[src/rtl/lut_readback_if.sv]
// Valid/ready beat stream carrying one truth-table entry (address + bit) per beat.
interface lut_readback_if #(
  parameter int AW = 4
);
  logic          out_valid;
  logic          out_ready;
  logic [AW-1:0] out_addr;
  logic          out_bit;

  modport master (output out_valid, output out_addr, output out_bit, input out_ready);
  modport slave  (input out_valid, input out_addr, input out_bit, output out_ready);
endinterface

[src/rtl/lut_readback.sv]
// Snapshots the LUT RAM on start and streams entries 0..DEPTH-1 over a
// valid/ready interface, counting set entries and pulsing done at the end.
module lut_readback #(
  parameter int DEPTH = 16,
  parameter int AW    = $clog2(DEPTH)
) (
  input  logic               clk,
  input  logic               rst,
  input  logic [DEPTH-1:0]   ram,
  input  logic               start,
  input  logic               abort,
  lut_readback_if.master     bus,
  output logic               busy,
  output logic               done,
  output logic [AW:0]        ones_cnt
);

  typedef enum logic [1:0] {IDLE, SEND, DONE} state_t;

  localparam logic [AW-1:0] LAST = AW'(DEPTH - 1);

  state_t           state_q, state_d;
  logic [AW-1:0]    cnt_q, cnt_d;
  logic [DEPTH-1:0] snap_q, snap_d;
  logic [AW:0]      ones_q, ones_d;
  logic             cur_bit;

  assign cur_bit = snap_q[cnt_q];

  always_ff @(posedge clk or posedge rst) begin
    if (rst) begin
      state_q <= IDLE;
      cnt_q   <= '0;
      snap_q  <= '0;
      ones_q  <= '0;
    end else begin
      state_q <= state_d;
      cnt_q   <= cnt_d;
      snap_q  <= snap_d;
      ones_q  <= ones_d;
    end
  end

  always_comb begin
    state_d = state_q;
    cnt_d   = cnt_q;
    snap_d  = snap_q;
    ones_d  = ones_q;
    case (state_q)
      IDLE: begin
        if (start) begin
          snap_d  = ram;
          cnt_d   = '0;
          ones_d  = '0;
          state_d = SEND;
        end
      end
      SEND: begin
        // abort wins over a beat presented in the same cycle
        if (abort) begin
          state_d = IDLE;
        end else if (bus.out_ready) begin
          ones_d = ones_q + (AW+1)'(cur_bit);
          if (cnt_q == LAST) state_d = DONE;
          else               cnt_d   = cnt_q + AW'(1);
        end
      end
      DONE:    state_d = IDLE;
      default: state_d = IDLE;
    endcase
  end

  assign bus.out_valid = (state_q == SEND);
  assign bus.out_addr  = cnt_q;
  assign bus.out_bit   = (state_q == SEND) & cur_bit;
  assign busy          = (state_q == SEND);
  assign done          = (state_q == DONE);
  assign ones_cnt      = ones_q;

endmodule

[src/flat_wrapper.sv]
// flat-port wrapper written by rule: the top's interface ports become plain ports
module lut_readback_flat 
#(
  parameter int DEPTH = 16,
  parameter int AW    = $clog2(DEPTH)
)
  (clk, rst, ram, start, abort, busy, done, ones_cnt, bus_out_valid, bus_out_addr, bus_out_bit, bus_out_ready);
  lut_readback_if #(.AW(AW)) bus_i ();
  input  logic clk;
  input  logic rst;
  input  logic [DEPTH-1:0] ram;
  input  logic start;
  input  logic abort;
  output logic busy;
  output logic done;
  output logic [AW:0] ones_cnt;
  output wire logic [$bits(bus_i.out_valid)-1:0] bus_out_valid;
  output wire logic [$bits(bus_i.out_addr)-1:0] bus_out_addr;
  output wire logic [$bits(bus_i.out_bit)-1:0] bus_out_bit;
  input wire logic [$bits(bus_i.out_ready)-1:0] bus_out_ready;
  assign bus_out_valid = bus_i.out_valid;
  assign bus_out_addr = bus_i.out_addr;
  assign bus_out_bit = bus_i.out_bit;
  assign bus_i.out_ready = bus_out_ready;
  lut_readback #(.DEPTH(DEPTH), .AW(AW)) u_core (.clk(clk), .rst(rst), .ram(ram), .start(start), .abort(abort), .bus(bus_i), .busy(busy), .done(done), .ones_cnt(ones_cnt));
endmodule
[config.mk]
export PLATFORM = sky130hd
export DESIGN_NAME = lut_readback_flat
export DESIGN_NICKNAME = d
export VERILOG_FILES = /design/src/rtl/lut_readback_if.sv /design/src/rtl/lut_readback.sv /design/src/flat_wrapper.sv
export SDC_FILE = /design/constraint.sdc
export NUM_CORES = 1
export LEC_CHECK = 0
export CAP_MARGIN = 20
export CORE_ASPECT_RATIO = 0.6
export CORE_MARGIN = 8
export CORE_UTILIZATION = 49
export CTS_BUF_LIST = sky130_fd_sc_hd__clkbuf_4 sky130_fd_sc_hd__clkbuf_8 sky130_fd_sc_hd__clkbuf_16
export CTS_CLUSTER_DIAMETER = 30
export DETAILED_ROUTE_END_ITERATION = 6
export HOLD_SLACK_MARGIN = 0.15
export PLACE_DENSITY_LB_ADDON = 0.05
export REMOVE_ABC_BUFFERS = 1
export SETUP_SLACK_MARGIN = 0.3
export SLEW_MARGIN = 25
export SYNTH_ARGS = -nofsm -noshare
export SYNTH_HDL_FRONTEND = slang
export SYNTH_SLANG_ARGS = --single-unit
[constraint.sdc]
create_clock -name clk -period 2.6 [get_ports clk]
set_input_delay 0.39 -clock clk [delete_from_list [all_inputs] [get_ports clk]]
set_output_delay 0.39 -clock clk [all_outputs]
set_load 0.01 [all_outputs]
Word-level counts from Yosys, hierarchy flattened:

Index checks and enable logic that the tools add are counted.

* $add $sub $neg: 2
* reductions and logical operators: 6
* bitwise logic cells: 1
* muxes and demuxes: 16
* equality and inequality tests: 9
* order comparisons: 1

Operator list (number)
* $mux 4: 4
* $mux 5: 3
* $pmux 5 s2: 1
* $mux 2: 4
* $pmux 4 s2: 1
* $ne 2x2->1 const B: 3
* $ne 3x2->1 const B: 2
* $add 5x1->5: 1
* $lt 4x5->1 const B: 1
* $reduce_and 5->1: 1
* $add 4x1->4 const B: 1
* $bmux 1 s4: 1
* $eq 4x4->1 const B: 1
* $pmux 2 s2: 1
* $reduce_and 4->1: 1
* $reduce_and 3->1: 1
* $eq 2x1->1 const B: 1
* $eq 2x2->1 const B: 1
* $logic_not 2->1: 1
* $ne 2x1->1 const B: 1
* $reduce_and 2->1: 1
* $reduce_bool 2->1: 1
* $and 1x1->1: 1
* $mux 1: 1

* output and inout port bits: 13
* word-level logic and storage cells: 39
* register bits after elaboration: 27
* input port bits: 21

Depth between registers and ports, before layout:

Gate-level depths: netlist of run 1.

* depth in word-level cells: 6
* mapped depth: 9

Least setup slack after synthesis of run 1:

Ideal clock, no wire load.

* path type: flip-flop to flip-flop
* start: reg u_core.cnt_q[0] (netlist: u_core.bus.out_addr[0])
* end: reg u_core.ones_q[4] (netlist: u_core.ones_cnt[4])
* stages on the path, launching flop included: 10
* arrival time: 1960 ps
* required time: 2469 ps
* setup slack: 509 ps
* setup time: 131 ps
* path through: dfrtp_1 -> buf_2 -> mux4_2 -> nor2_1 -> o22ai_1 -> ha_1 -> ha_1 -> nand3_1 -> a211oi_1 -> mux2i_1

* word-level cells in the longest chain between the ends: 6

RTL lines
* from (decl): RTL line lut_readback.sv:23 `logic [AW-1:0] cnt_q, cnt_d;`
* from (signal assigned): RTL line lut_readback.sv:38 `cnt_q <= cnt_d;`
* $bmux 1 s4: RTL line lut_readback.sv:28 `assign cur_bit = snap_q[cnt_q];`
* $mux 1 (not written as such): RTL line lut_readback.sv:28
* $add 5x1->5: RTL line lut_readback.sv:63 `ones_d = ones_q + (AW+1)'(cur_bit);`
* $mux 5: RTL line lut_readback.sv:62 `end else if (bus.out_ready) begin`
* $mux 5: RTL line lut_readback.sv:60 `if (abort) begin`
* $pmux 5 s2: RTL line lut_readback.sv:49 `case (state_q)`
* to (signal assigned): RTL line lut_readback.sv:40 `ones_q <= ones_d;`
* to (decl): RTL line lut_readback.sv:25 `logic [AW:0] ones_q, ones_d;`

Every way passes these cells. The select of a mux whose other input is x is not followed.
A chain may end at the register's enable or synchronous reset.

Worst setup path in the final report of run 1:

* start: reg u_core.cnt_q[0] (netlist: u_core.bus.out_addr[0])
* end: out bus_out_bit

* word-level cells in the longest chain between the ends: 3

RTL lines
* $bmux 1 s4: RTL line lut_readback.sv:28
* $mux 1 (not written as such): RTL line lut_readback.sv:28
* $and 1x1->1: RTL line lut_readback.sv:75 `assign bus.out_bit = (state_q == SEND) & cur_bit;`
* to (decl): RTL line flat_wrapper.sv:19 `output wire logic [$bits(bus_i.out_bit)-1:0] bus_out_bit;`

Every way passes these cells. The select of a mux whose other input is x is not followed.

==> reports/results.tsv, run 1 <==
metric	value	unit
result of the run	completed	
DRT iter0 DRCs	54	
CP startpoint kind	flop	
stage delay of the slowest cell on the critical path	380	ps
via density per instance	5.47	
most area-consuming cells after synthesis	sky130_fd_sc_hd__dfrtp_1 47%, sky130_fd_sc_hd__mux2_2 16%, sky130_fd_sc_hd__mux2i_1 4.9%, sky130_fd_sc_hd__mux4_2 3.2%, sky130_fd_sc_hd__nand2_1 2.9%	
Max Buffers Root-to-Sink	2	
number of CTS-inserted buffers	3	
Min-Delay Path Class	input pin to async pin	
Data arrival, critical path	1850	ps
number of storage elements in the synthesis netlist	27	
detailed placement HPWL	2260	um
primary flip-flop cell chosen by synthesis mapping	sky130_fd_sc_hd__dfrtp_1	
Post-synth EDFFs	0	
initial cell density of the core	0.505	
setup repair after global routing missed its margin	yes	
Storage cell area	678	um^2
Critical-path top delay cell	sky130_fd_sc_hd__dfrtp_2	
Period minus WS final	2240	ps
critical path cell sequence	clkbuf_2 -> mux2_2 -> o221ai_1 -> o32ai_1 -> dlygate4sd2_1	
number of buffers added to fix hold violations after cts	0	
clock-pin slew on the worst setup and hold paths	90	ps
GRT Overall Usage	0.137	
share of layout cells above drive strength 1	0.255	
Avg Cell Area, Syn	11.8	um^2
Core Region	0.00282	mm^2
number of nets in the layout	182	
post-route antenna net violation count	0	
synthesized netlist cell count	121	
Setup TNS	0	ps
wire length of the first global-routing pass	5270	um
number of max-capacitance violations reported	0	
Max rail drop VDD	587	uV
Tightest Pin Transition	382	ps
maximum number of pins on one net before global-route repair	28	
static power due to leakage	0.776	nW
summed instance area of the synthesized netlist	0.00142	mm^2
required time of the worst setup path	2210	ps
Slew Limit Headroom	0.745	
critical path type	flop to output pin	
TritonCTS clock tree	built	
Layout Skew	3.32	ps
clock latency on the worst-skew pair	270	ps
aggregate global routing overflow	0	
final-layout fill cell count	215	
buffer type at the clock tree root	sky130_fd_sc_hd__clkbuf_8	
DRT Pass-1 Iters	5	
largest fanout of any net on the critical path	4	
area share of the largest cell type after synthesis	0.475	
layout-stage area growth over the synthesis result	29.9	%
part of the Yosys area used for sequential elements	0.475	
initial antenna violation count	0	
cell taking the most area after synthesis	sky130_fd_sc_hd__dfrtp_1	
Yosys warnings	0	
number of different library cells in the post-synthesis netlist	32	
die extent in x	85.6	um
Final setup viols	0	
power density over the cells	660	mW/mm^2
final weighted congestion in routability-driven placement	0.763	
Clock Sinks	27	
row count	15	
Async SR Flop Fraction	1.00	
htree depth	1	
area enclosed by the die boundary	0.00494	mm^2
Final Hold Fails	0	
max-slew violation total from the final report	0	
DR DRC count	0	
# IOs	34	
Final Power	1.22	mW
endpoint kind of the worst setup timing path	output pin	
fraction of the cycle the final worst path needs	0.862	
total detailed-routing wirelength	3130	um
routed via count	1045	
detail-routed net length per standard cell	16.4	um
maximum clock frequency	0.446	GHz
footprint of the multi-input gates	673	um^2
Port Buf Inserts	33	
vias in the first global route	1089	
height of the die	57.7	um
antenna fix cells	0	
==> registers in the layout (all words and copies together) (netlist names) <==
| name | count |
|---|---|
| u_core.snap_q | 16 |
| u_core.ones_cnt | 5 |
| u_core.state_q | 2 |
| u_core.bus.out_addr | 4 |
==> Yosys cell counts, drive strengths merged, types with 2 or more instances <==
library cell   n
mux4           2
ha             3
dfrtp         27
nand2b         6
mux2          20
a21oi          2
nor2           4
a21o           2
o221ai         2
buf            6
clkbuf         2
inv            7
mux2i          7
nand2         11
nand3          3
a211oi         4
==> cells in the final DEF, fill, tap and decap left out, types with 2 or more instances in the layout <==
cell and instances:
sky130_fd_sc_hd__clkdlybuf4s50_1 32, sky130_fd_sc_hd__dfrtp_1 25, sky130_fd_sc_hd__mux2_2 20, sky130_fd_sc_hd__nand2_1 11
sky130_fd_sc_hd__inv_1 7, sky130_fd_sc_hd__mux2i_1 7, sky130_fd_sc_hd__buf_4 6, sky130_fd_sc_hd__nand2b_1 5
sky130_fd_sc_hd__nor2_1 4, sky130_fd_sc_hd__nand3_1 3, sky130_fd_sc_hd__ha_1 3, sky130_fd_sc_hd__clkbuf_8 3
sky130_fd_sc_hd__a21o_1 2, sky130_fd_sc_hd__a21oi_1 2, sky130_fd_sc_hd__a211oi_1 2, sky130_fd_sc_hd__mux4_2 2
sky130_fd_sc_hd__o221ai_1 2, sky130_fd_sc_hd__a211oi_2 2, sky130_fd_sc_hd__dfrtp_2 2
==> routing by layer <==
metal	up-vias	global-route usage	part of all wire
met2	31	0.210	0.42
met4	0	0.0520	0.018
li1	509	-	-
met3	6	0.0521	0.069
met5	-	0	0
met1	499	0.172	0.49
==> worst paths after layout <==
path / start / slack, ps / depth (start not counted) / to
max: u_core.bus.out_addr[0] / 360 / 5 / bus_out_bit
min: rst / 470 / 3 / u_core.snap_q[3]
max reg2reg: u_core.bus.out_addr[0] / 480 / 8 / u_core.ones_cnt[3]
min reg2reg: u_core.snap_q[14] / 510 / 1 / u_core.snap_q[14]
max in group asynchronous: rst / 1850 / 3 / u_core.state_q[1]
min in group clk: u_core.snap_q[14] / 510 / 1 / u_core.snap_q[14]
==> critical path: cells and delay by family (launching register included) <==
family | cells | cell delay (ps)
multiplexers | 1 | 340
AO/OA/AOI/OAI | 2 | 390
buffers and inverters | 2 | 470
flip-flops | 1 | 380
==> report_power, final <==
part	internal [mW]	switching [mW]
logic	0.245	0.165
registers	0.502	0.0596
clock network	0.120	0.127
total	0.867	0.352
==> final cells by class <==
type	instances	area share
clock buffer	4	0.0264
timing repair buffer	40	0.205
inverter	7	0.0142
tap	34	0.0230
multi-input combinational	79	0.364
sequential	27	0.367
==> repair_timing <==
action	4_1_cts	5_1_grt
buffers inserted	1	3
pin swaps	0	1
gates resized for setup	2	3
endpoints found under the setup margin	1	4
==> cell families (layout without fill, tap and decap cells) <==
group                    count (synthesis)  after routing  synth area share
flip-flops                              27             27             0.475
buffers and inverters                   15             51            0.0572
AND/OR/NAND/NOR                         31             31             0.110
multiplexers                            29             29             0.239
adder cells (fa/ha/maj)                  3              3            0.0264
AO/OA/AOI/OAI                           16             16            0.0923
==> metrics by stage <==
step | setup slack, ps | cell area (um^2) | instances | util | hold slack (ps)
after CTS | 303 | 1820 | 188 | 0.646 | 475
after global routing | 255 | 1850 | 191 | 0.656 | 518
after floorplan | 519 | 1370 | 113 | - | 443
after global placement | 306 | 1760 | 183 | 0.626 | 490
after detailed placement | 277 | 1760 | 183 | 0.626 | 494
final | 359 | 1850 | 191 | 0.656 | 468
(Power assumes the default switching activity.)
==> run 2, diff against run 1 <==
CORE_UTILIZATION = 45   (was 49)
CTS_CLUSTER_SIZE = 16   (was default)
REMOVE_ABC_BUFFERS = default   (was 1)
==> reports/results.tsv, run 2 (same netlist as run 1, synthesis figures left out) <==
metric	value	unit	change
result of the run	completed		
Critical-path top delay cell	sky130_fd_sc_hd__clkdlybuf4s50_1		
DR DRC count	0		unchanged
Data arrival, critical path	1830	ps	-20 ps
power density over the cells	665	mW/mm^2	+0.75%
share of layout cells above drive strength 1	0.227		-0.0275
total detailed-routing wirelength	3250	um	+4.0%
post-placement setup slack	277	ps	+0.0560 ps
fraction of the cycle the final worst path needs	0.853		-0.00884
aggregate global routing overflow	0		unchanged
vias in the first global route	1149		+5.5%
max FFs per register	16		unchanged
layout-stage area growth over the synthesis result	28.7	%	
count of cells along the worst register-to-register path	8		unchanged
routed via count	1032		-1.2%
Port Buf Inserts	33		unchanged
stage delay of the slowest cell on the critical path	540	ps	+160 ps
Hold WS	509	ps	+41.1 ps
area enclosed by the die boundary	0.00528	mm^2	+6.8%
wire length of the first global-routing pass	5500	um	+4.3%
post-route antenna net violation count	0		unchanged
# IOs	34		unchanged
number of max-capacitance violations reported	0		unchanged
endpoint kind of the worst setup timing path	output pin		
number of CTS-inserted buffers	3		unchanged
htree depth	1		unchanged
required time of the worst setup path	2210	ps	about the same
Slew Limit Headroom	0.755		+0.0103
die extent in x	88.6	um	+3.5%
crit-path leading delay family	buffers and inverters		
GRT Overall Usage	0.136		-0.000826
Min-Delay Path Class	input pin to async pin		
Tightest Pin Transition	368	ps	-14.7 ps
via density per instance	5.27		-3.8%
buffer type at the clock tree root	sky130_fd_sc_hd__clkbuf_8		
Clock Sinks	27		unchanged
TritonCTS clock tree	built		
clock-pin slew on the worst setup and hold paths	90	ps	about the same
post-route worst setup slack	382	ps	+23.0 ps
Max rail drop VDD	461	uV	-21%
maximum number of pins on one net before global-route repair	28		unchanged
number of nets in the layout	179		-1.6%
antenna fix cells	0		unchanged
Post-Synthesis Net Count	145		
DRT iter0 DRCs	107		+98%
Setup TNS	0	ps	unchanged
commonest non-fill, non-tap cells in the layout	32 x sky130_fd_sc_hd__clkdlybuf4s50_1, 25 x sky130_fd_sc_hd__dfrtp_1, 20 x sky130_fd_sc_hd__mux2_2, 11 x sky130_fd_sc_hd__nand2_1		
largest fanout of any net on the critical path	11		+7
initial antenna violation count	0		unchanged
Final Hold Fails	0		unchanged
row count	15		unchanged
Max Buffers Root-to-Sink	2		unchanged
total stage count of the critical path	4		-1
Layout Skew	3.86	ps	+0.538 ps
detail-routed net length per standard cell	16.6	um	+1.3%
number of buffers and inverters on the critical path	3		+1
top register by number of flip-flops	u_core.snap_q		
Final setup viols	0		unchanged
initial cell density of the core	0.483		-0.0225
clock latency on the worst-skew pair	270	ps	about the same
DRT Pass-1 Iters	4		-1
final weighted congestion in routability-driven placement	0.839		+9.9%
detailed placement HPWL	2480	um	+9.6%
Period minus WS final	2220	ps	-23.0 ps
critical path cell sequence	nand2b_1 -> inv_1 -> buf_4 -> clkdlybuf4s50_1		
height of the die	59.6	um	+3.1%
maximum clock frequency	0.451	GHz	+1.0%
critical path type	flop to output pin		
max-slew violation total from the final report	0		unchanged
final-layout fill cell count	233		+8.4%
Core Region	0.00295	mm^2	+4.7%
CP startpoint kind	flop		
static power due to leakage	0.761	nW	-2.0%
most common cell after layout, fill and taps aside	sky130_fd_sc_hd__clkdlybuf4s50_1		
setup repair after global routing missed its margin	yes		
-- run 2: changes by cell type in the layout (fill, tap and decap cells not counted), sizes merged --
cell and delta:
buf -2, clkbuf -1
-- run 2: layer usage --
metal  GRT usage  up-vias  share of wire
met5           0        -              0
met4      0.0597        0          0.023
met3      0.0456        8          0.061
met2       0.208       27           0.45
met1       0.170      497           0.47
li1            -      500              -
-- run 2: area by class of cell --
class | count | area, um^2 | area share
Multi-Input combinational cell | 79 | 666 | 0.364
Clock buffer | 4 | 48.8 | 0.0267
Tap cell | 42 | 52.6 | 0.0287
Timing Repair Buffer | 37 | 359 | 0.196
Sequential cell | 27 | 678 | 0.370
Inverter | 7 | 26.3 | 0.0144
-- run 2: through the flow --
step	total power, mW	utilization	cells	area [um^2]
floorplan	0.815	-	121	1420
global placement	0.959	0.602	191	1770
finish	1.22	0.621	196	1830
global route	1.29	0.621	196	1830
CTS	1.23	0.621	196	1830
detailed placement	0.976	0.602	191	1770
-- run 2: power breakdown --
group	internal [mW]	total (mW)	switching, mW
combinational	0.235	0.398	0.163
sequential	0.502	0.573	0.0716
clock	0.120	0.246	0.126
-- run 2: tightest hold or removal path: stages --
cell and delay, ps:
sky130_fd_sc_hd__clkdlybuf4s50_1 410, sky130_fd_sc_hd__inv_1 70, sky130_fd_sc_hd__buf_4 330
-- run 2: worst paths after layout --
check | from | end | slack (ps)
max in group asynchronous | rst | u_core.state_q[1] | 1800
worst max register to register | u_core.bus.out_addr[0] | u_core.ones_cnt[4] | 480
worst min-delay path | rst | u_core.snap_q[6] | 510
worst max-delay path | u_core.state_q[1] | bus_out_valid | 380
worst min register to register | u_core.snap_q[13] | u_core.snap_q[13] | 510
min in group clk | u_core.snap_q[13] | u_core.snap_q[13] | 510
-- run 2: timing repair --
item / 4_1_cts / 5_1_grt
buffers inserted: 1 / 0
hold buffers: 0 / 0
endpoints found under the setup margin: 1 / 3
endpoints found under the hold margin: 0 / 0
resized for setup: 2 / 2
==> run 3, diff against run 2 <==
CORE_UTILIZATION = 49   (was 45)
==> reports/results.tsv, run 3 (same netlist as run 1, synthesis figures left out) <==
metric	value	unit	change
result of the run	completed		
Clock Sinks	27		unchanged
static power due to leakage	0.760	nW	about the same
fraction of the cycle the final worst path needs	0.865		+0.0125
clock latency on the worst-skew pair	270	ps	about the same
largest fanout of any net on the critical path	7		-4
antenna fix cells	0		unchanged
buffer type at the clock tree root	sky130_fd_sc_hd__clkbuf_8		
post-placement cell area	0.00176	mm^2	-0.56%
number of buffers and inverters on the critical path	1		-2
TritonCTS clock tree	built		
Data arrival, critical path	1860	ps	+30 ps
number of max-capacitance violations reported	0		unchanged
GRT Overall Usage	0.133		-0.00312
number of CTS-inserted buffers	3		unchanged
# IOs	34		unchanged
worst r2r dst	u_core.ones_cnt[4]		
aggregate global routing overflow	0		unchanged
Setup TNS	0	ps	unchanged
Storage cell area	677	um^2	-0.18%
row count	15		unchanged
power density over the cells	659	mW/mm^2	-0.85%
DRT iter0 DRCs	77		-28%
detailed placement HPWL	2340	um	-5.4%
Max Buffers Root-to-Sink	2		unchanged
max FFs per register	16		unchanged
number of nets in the layout	179		unchanged
endpoint kind of the worst setup timing path	output pin		
final design instance area without fill	0.00183	mm^2	-0.27%
die extent in x	85.6	um	-3.4%
detail-routed net length per standard cell	16.8	um	+1.4%
Final Power	1.20	mW	-1.1%
Min-Delay Path Class	input pin to async pin		
vias in the first global route	1052		-8.4%
DRT Pass-1 Iters	4		unchanged
clock-pin slew on the worst setup and hold paths	90	ps	about the same
Final Hold Fails	0		unchanged
htree depth	1		unchanged
number of buffers added to fix hold violations after cts	0		unchanged
setup repair after global routing missed its margin	yes		
Core Region	0.00282	mm^2	-4.5%
Slew Limit Headroom	0.733		-0.0215
Critical-path top delay cell	sky130_fd_sc_hd__mux4_2		
required time of the worst setup path	2210	ps	about the same
DR DRC count	0		unchanged
register-to-register setup slack	510	ps	+30 ps
Layout Skew	4.20	ps	+0.342 ps
most common cell after layout, fill and taps aside	sky130_fd_sc_hd__clkdlybuf4s50_1		
final weighted congestion in routability-driven placement	0.863		+2.9%
max-slew violation total from the final report	0		unchanged
post-route antenna net violation count	0		unchanged
Period minus WS final	2250	ps	+32.6 ps
commonest non-fill, non-tap cells in the layout	32 x sky130_fd_sc_hd__clkdlybuf4s50_1, 26 x sky130_fd_sc_hd__dfrtp_1, 20 x sky130_fd_sc_hd__mux2_2, 11 x sky130_fd_sc_hd__nand2_1		
initial cell density of the core	0.505		+0.0225
Final setup viols	0		unchanged
critical path type	flop to output pin		
sum of met3 wire segment lengths after detailed routing	205	um	+4.1%
wire length of the first global-routing pass	5200	um	-5.5%
layout-stage area growth over the synthesis result	28.3	%	
critical path cell sequence	mux4_2 -> o21ai_1 -> o32ai_1 -> dlygate4sd2_1		
routed via count	1039		+0.68%
CP startpoint kind	flop		
final-layout fill cell count	217		-6.9%
maximum clock frequency	0.444	GHz	-1.4%
Port Buf Inserts	33		unchanged
share of layout cells above drive strength 1	0.227		unchanged
routed length on met1	1470	um	-3.9%
via density per instance	5.53		+5.0%
Top Layer Used	met4		
Met2 Wirelength	1470	um	+1.2%
crit-path leading delay family	multiplexers		
area enclosed by the die boundary	0.00494	mm^2	-6.4%
height of the die	57.7	um	-3.0%
Max rail drop VDD	375	uV	-19%
maximum number of pins on one net before global-route repair	28		unchanged
FF-to-FF Start	u_core.bus.out_addr[0]		
count of cells along the worst register-to-register path	8		unchanged
top register by number of flip-flops	u_core.snap_q		
stage delay of the slowest cell on the critical path	550	ps	about the same
total detailed-routing wirelength	3170	um	-2.7%
footprint of the multi-input gates	676	um^2	+1.5%
Tightest Pin Transition	400	ps	+32.3 ps
Post-Synthesis Net Count	145		unchanged
initial antenna violation count	0		unchanged
run 3: cell counts in the layout (fill, tap and decap cells not counted):
No cell type changed its count.
run 3: worst register-to-register path, cell delays in order, from the launching register on:
cell and delay (ps):
sky130_fd_sc_hd__dfrtp_2 490, sky130_fd_sc_hd__mux4_2 380, sky130_fd_sc_hd__nor2_1 50, sky130_fd_sc_hd__o22ai_1 200, sky130_fd_sc_hd__ha_1 200, sky130_fd_sc_hd__ha_1 170
sky130_fd_sc_hd__nand3_1 110, sky130_fd_sc_hd__a211oi_2 240, sky130_fd_sc_hd__mux2i_1 200
run 3: per-stage QoR:
stage                     setup WS [ps]   util  instances  hold WS [ps]
after floorplan                     509      -        121           443
after global placement              336  0.626        183           493
after detailed placement            230  0.626        183           494
after CTS                           309  0.645        188           484
after global routing                284  0.648        188           488
final                               350  0.648        188           470
run 3: timing repair:
| action | 4_1_cts | 5_1_grt |
|---|---|---|
| resized for setup | 2 | 3 |
| endpoints found under the setup margin | 1 | 3 |
| buffers inserted | 1 | 0 |
run 3: final cells by class:
class                   instances  share of cell area
clock buffers                   4              0.0267
inverters                       7              0.0144
multi-input cells              79               0.370
flip-flops and latches         27               0.371
well taps                      34              0.0233
repair buffers                 37               0.195
run 3: layer usage:
metal / vias to the layer above / global-route usage
met4: 0 / 0.0347
met5: - / 0
met1: 510 / 0.177
met3: 4 / 0.0521
met2: 27 / 0.197
li1: 498 / -
run 3: worst max-delay path by stage:
stage | slack, ps | depth (start not counted) | start | endpoint
2_1_floorplan | 510 | 9 | u_core.bus.out_addr[0] | u_core.ones_cnt[4]
3_3_place_gp | 340 | 4 | u_core.bus.out_addr[0] | bus_out_bit
3_5_place_dp | 230 | 4 | u_core.bus.out_addr[0] | bus_out_bit
4_1_cts | 310 | 4 | u_core.bus.out_addr[0] | bus_out_bit
5_1_grt | 280 | 4 | u_core.bus.out_addr[0] | bus_out_bit
6_report | 350 | 4 | u_core.bus.out_addr[0] | bus_out_bit
run 3: power by group:
part	switching, mW	internal, mW	leakage, nW
Combinational	0.156	0.225	0.400
Clock	0.128	0.120	0.0262
Sequential	0.0720	0.502	0.335
Total	0.356	0.848	0.760
==> RTL edit: new RTL, config.mk and constraints of run 3 <==
`DEPTH` is set to 16 in 2 places; all go to 32.
--- a/src/rtl/lut_readback.sv
+++ b/src/rtl/lut_readback.sv
@@ -3,3 +3,3 @@
 module lut_readback #(
-  parameter int DEPTH = 16,
+  parameter int DEPTH = 32,
   parameter int AW    = $clog2(DEPTH)
--- a/src/flat_wrapper.sv
+++ b/src/flat_wrapper.sv
@@ -3,3 +3,3 @@
 #(
-  parameter int DEPTH = 16,
+  parameter int DEPTH = 32,
   parameter int AW    = $clog2(DEPTH)
Ports: changed (resized bus_out_addr, ones_cnt and ram); port bits go from 34 to 52. No check against the original RTL was run, so the function may have changed too.
==> RTL edit against run 3 <==
- clock skew about the same
- sequential cell count rose by 18
- synthesized area rose by 52%
- largest power group unchanged
- count of clock-buffer cells in the layout up 3
- worst setup slack gained 0.039 ns
- die area increased by 39%
- core utilization is 4.3 points higher
- sequential share of layout area increased by 2.1 points
- total power increased by 77%
- wire length increased by 57%
- fmax increased by 1.8%
- sequential power rose by 68%
- design area is 58% higher
==> RTL edit: results (changes against run 3) <==
stage,metric,value,unit,change
clocking,htreeDepth,2,,+1
timing,fin_crit_sh,85.1,%,-1.5 points
synth,synthDistinctLibCells,30,,-6.3%
detailed_routing,wl_per_cell,17.0,um,+1.1%
synth,synthMuxAreaShare,24.5,%,+0.61 points
setup_path,crit_slowest_cell,dfrtp_2,,
synth,synth_compound_area_share,6.71,%,-2.5 points
synth,ys_top_cells_by_count,"45 x dfrtp_1, 32 x mux2_2, 17 x mux2i_1, 9 x nor2_1, 8 x nand2_1",,
timing,worstMarginPinSlew,0.573,ns,+0.174 ns
cells_and_area,fillCellCount,294,,+35%
place,io_buffers,51,,+55%
setup_path,worstReg2RegEnd,u_core.ones_cnt[5]$_DFFE_PP0P_,,
hold_path,hold_class,register to register,,
detailed_routing,via_per_inst,5.29,,-4.3%
synth,yosys-top-cells-area,"dfrtp_1 52%, mux2_2 17%, mux2i_1 7.9%",,
global_routing,grt_max_degree,46,,+64%
synth,syn_inst,174,,+44%
power,power_leakage,0.00120,uW,+57%
detailed_routing,wirelength,4.97,mm,+57%
synth,synthXorXnorAreaFrac,2.43,%,+2.4 points
place,placed_area,2740,um2,+55%
detailed_routing,drt_iter0_markers,71,,-7.8%
clocking,cts_buffers,5,,+2
synth,syn-num-nets,215,,+48%
status,status,finished clean,,
setup_path,rrSetupSlack,0.41,ns,-0.10 ns
place,gp_congestion,0.844,,-2.2%
RTL edit: cell count changes in the layout (fill, tap and decap cells not counted), moves of 5 or more:
cell and change:
mux2i_1 +7, buf_4 +5, mux2_2 +12, clkdlybuf4s50_1 +18, xor2_1 +5, dfrtp_1 +16
RTL edit: metrics by stage:
stage / hold slack, ns / total power, uW / utilization, %
after floorplan: 0.462 / 1380 / -
after global placement: 0.493 / 1610 / 65.7
after detailed placement: 0.496 / 1640 / 65.7
after CTS: 0.514 / 2100 / 68.2
after global routing: 0.525 / 2260 / 69.2
final: 0.506 / 2130 / 69.2
RTL edit: what timing repair did:
item,4_1_cts,5_1_grt
setup buffers,1,2
resized for setup,9,8
pin swaps,1,3
endpoints found under the setup margin,6,8
RTL edit: cell type report:
type / count / share of cell area (%)
clock buffer: 7 / 3.13
inverter: 7 / 0.911
multi-input combinational: 113 / 34.2
sequential: 45 / 39.2
tap: 60 / 2.60
timing repair buffer: 60 / 20.0
RTL edit: power by group through the flow:
stage               registers (uW)  logic [uW]  clock network, uW
global route                   981         783                492
detailed placement             972         670                  0
floorplan                      931         454                  0
finish                         964         713                452
global placement               973         633                  0
CTS                            958         683                461
RTL edit: metal layers:
layer	global-route usage, %	share of wire, %	vias to the layer above
li1	-	-	735
met1	21.1	48	759
met2	22.5	44	46
met3	4.92	6.7	5
met4	7.18	1.2	0
met5	0	0	-
RTL edit: cells by family after synthesis:
| family | count (synthesis) |
|---|---|
| adders and majority gates | 4 |
| AOI/OAI and AO/OA | 18 |
| buffers and inverters | 16 |
| DFF | 45 |
| xor gates and xnor gates | 6 |
| muxes | 49 |
| and+or+nand+nor | 36 |
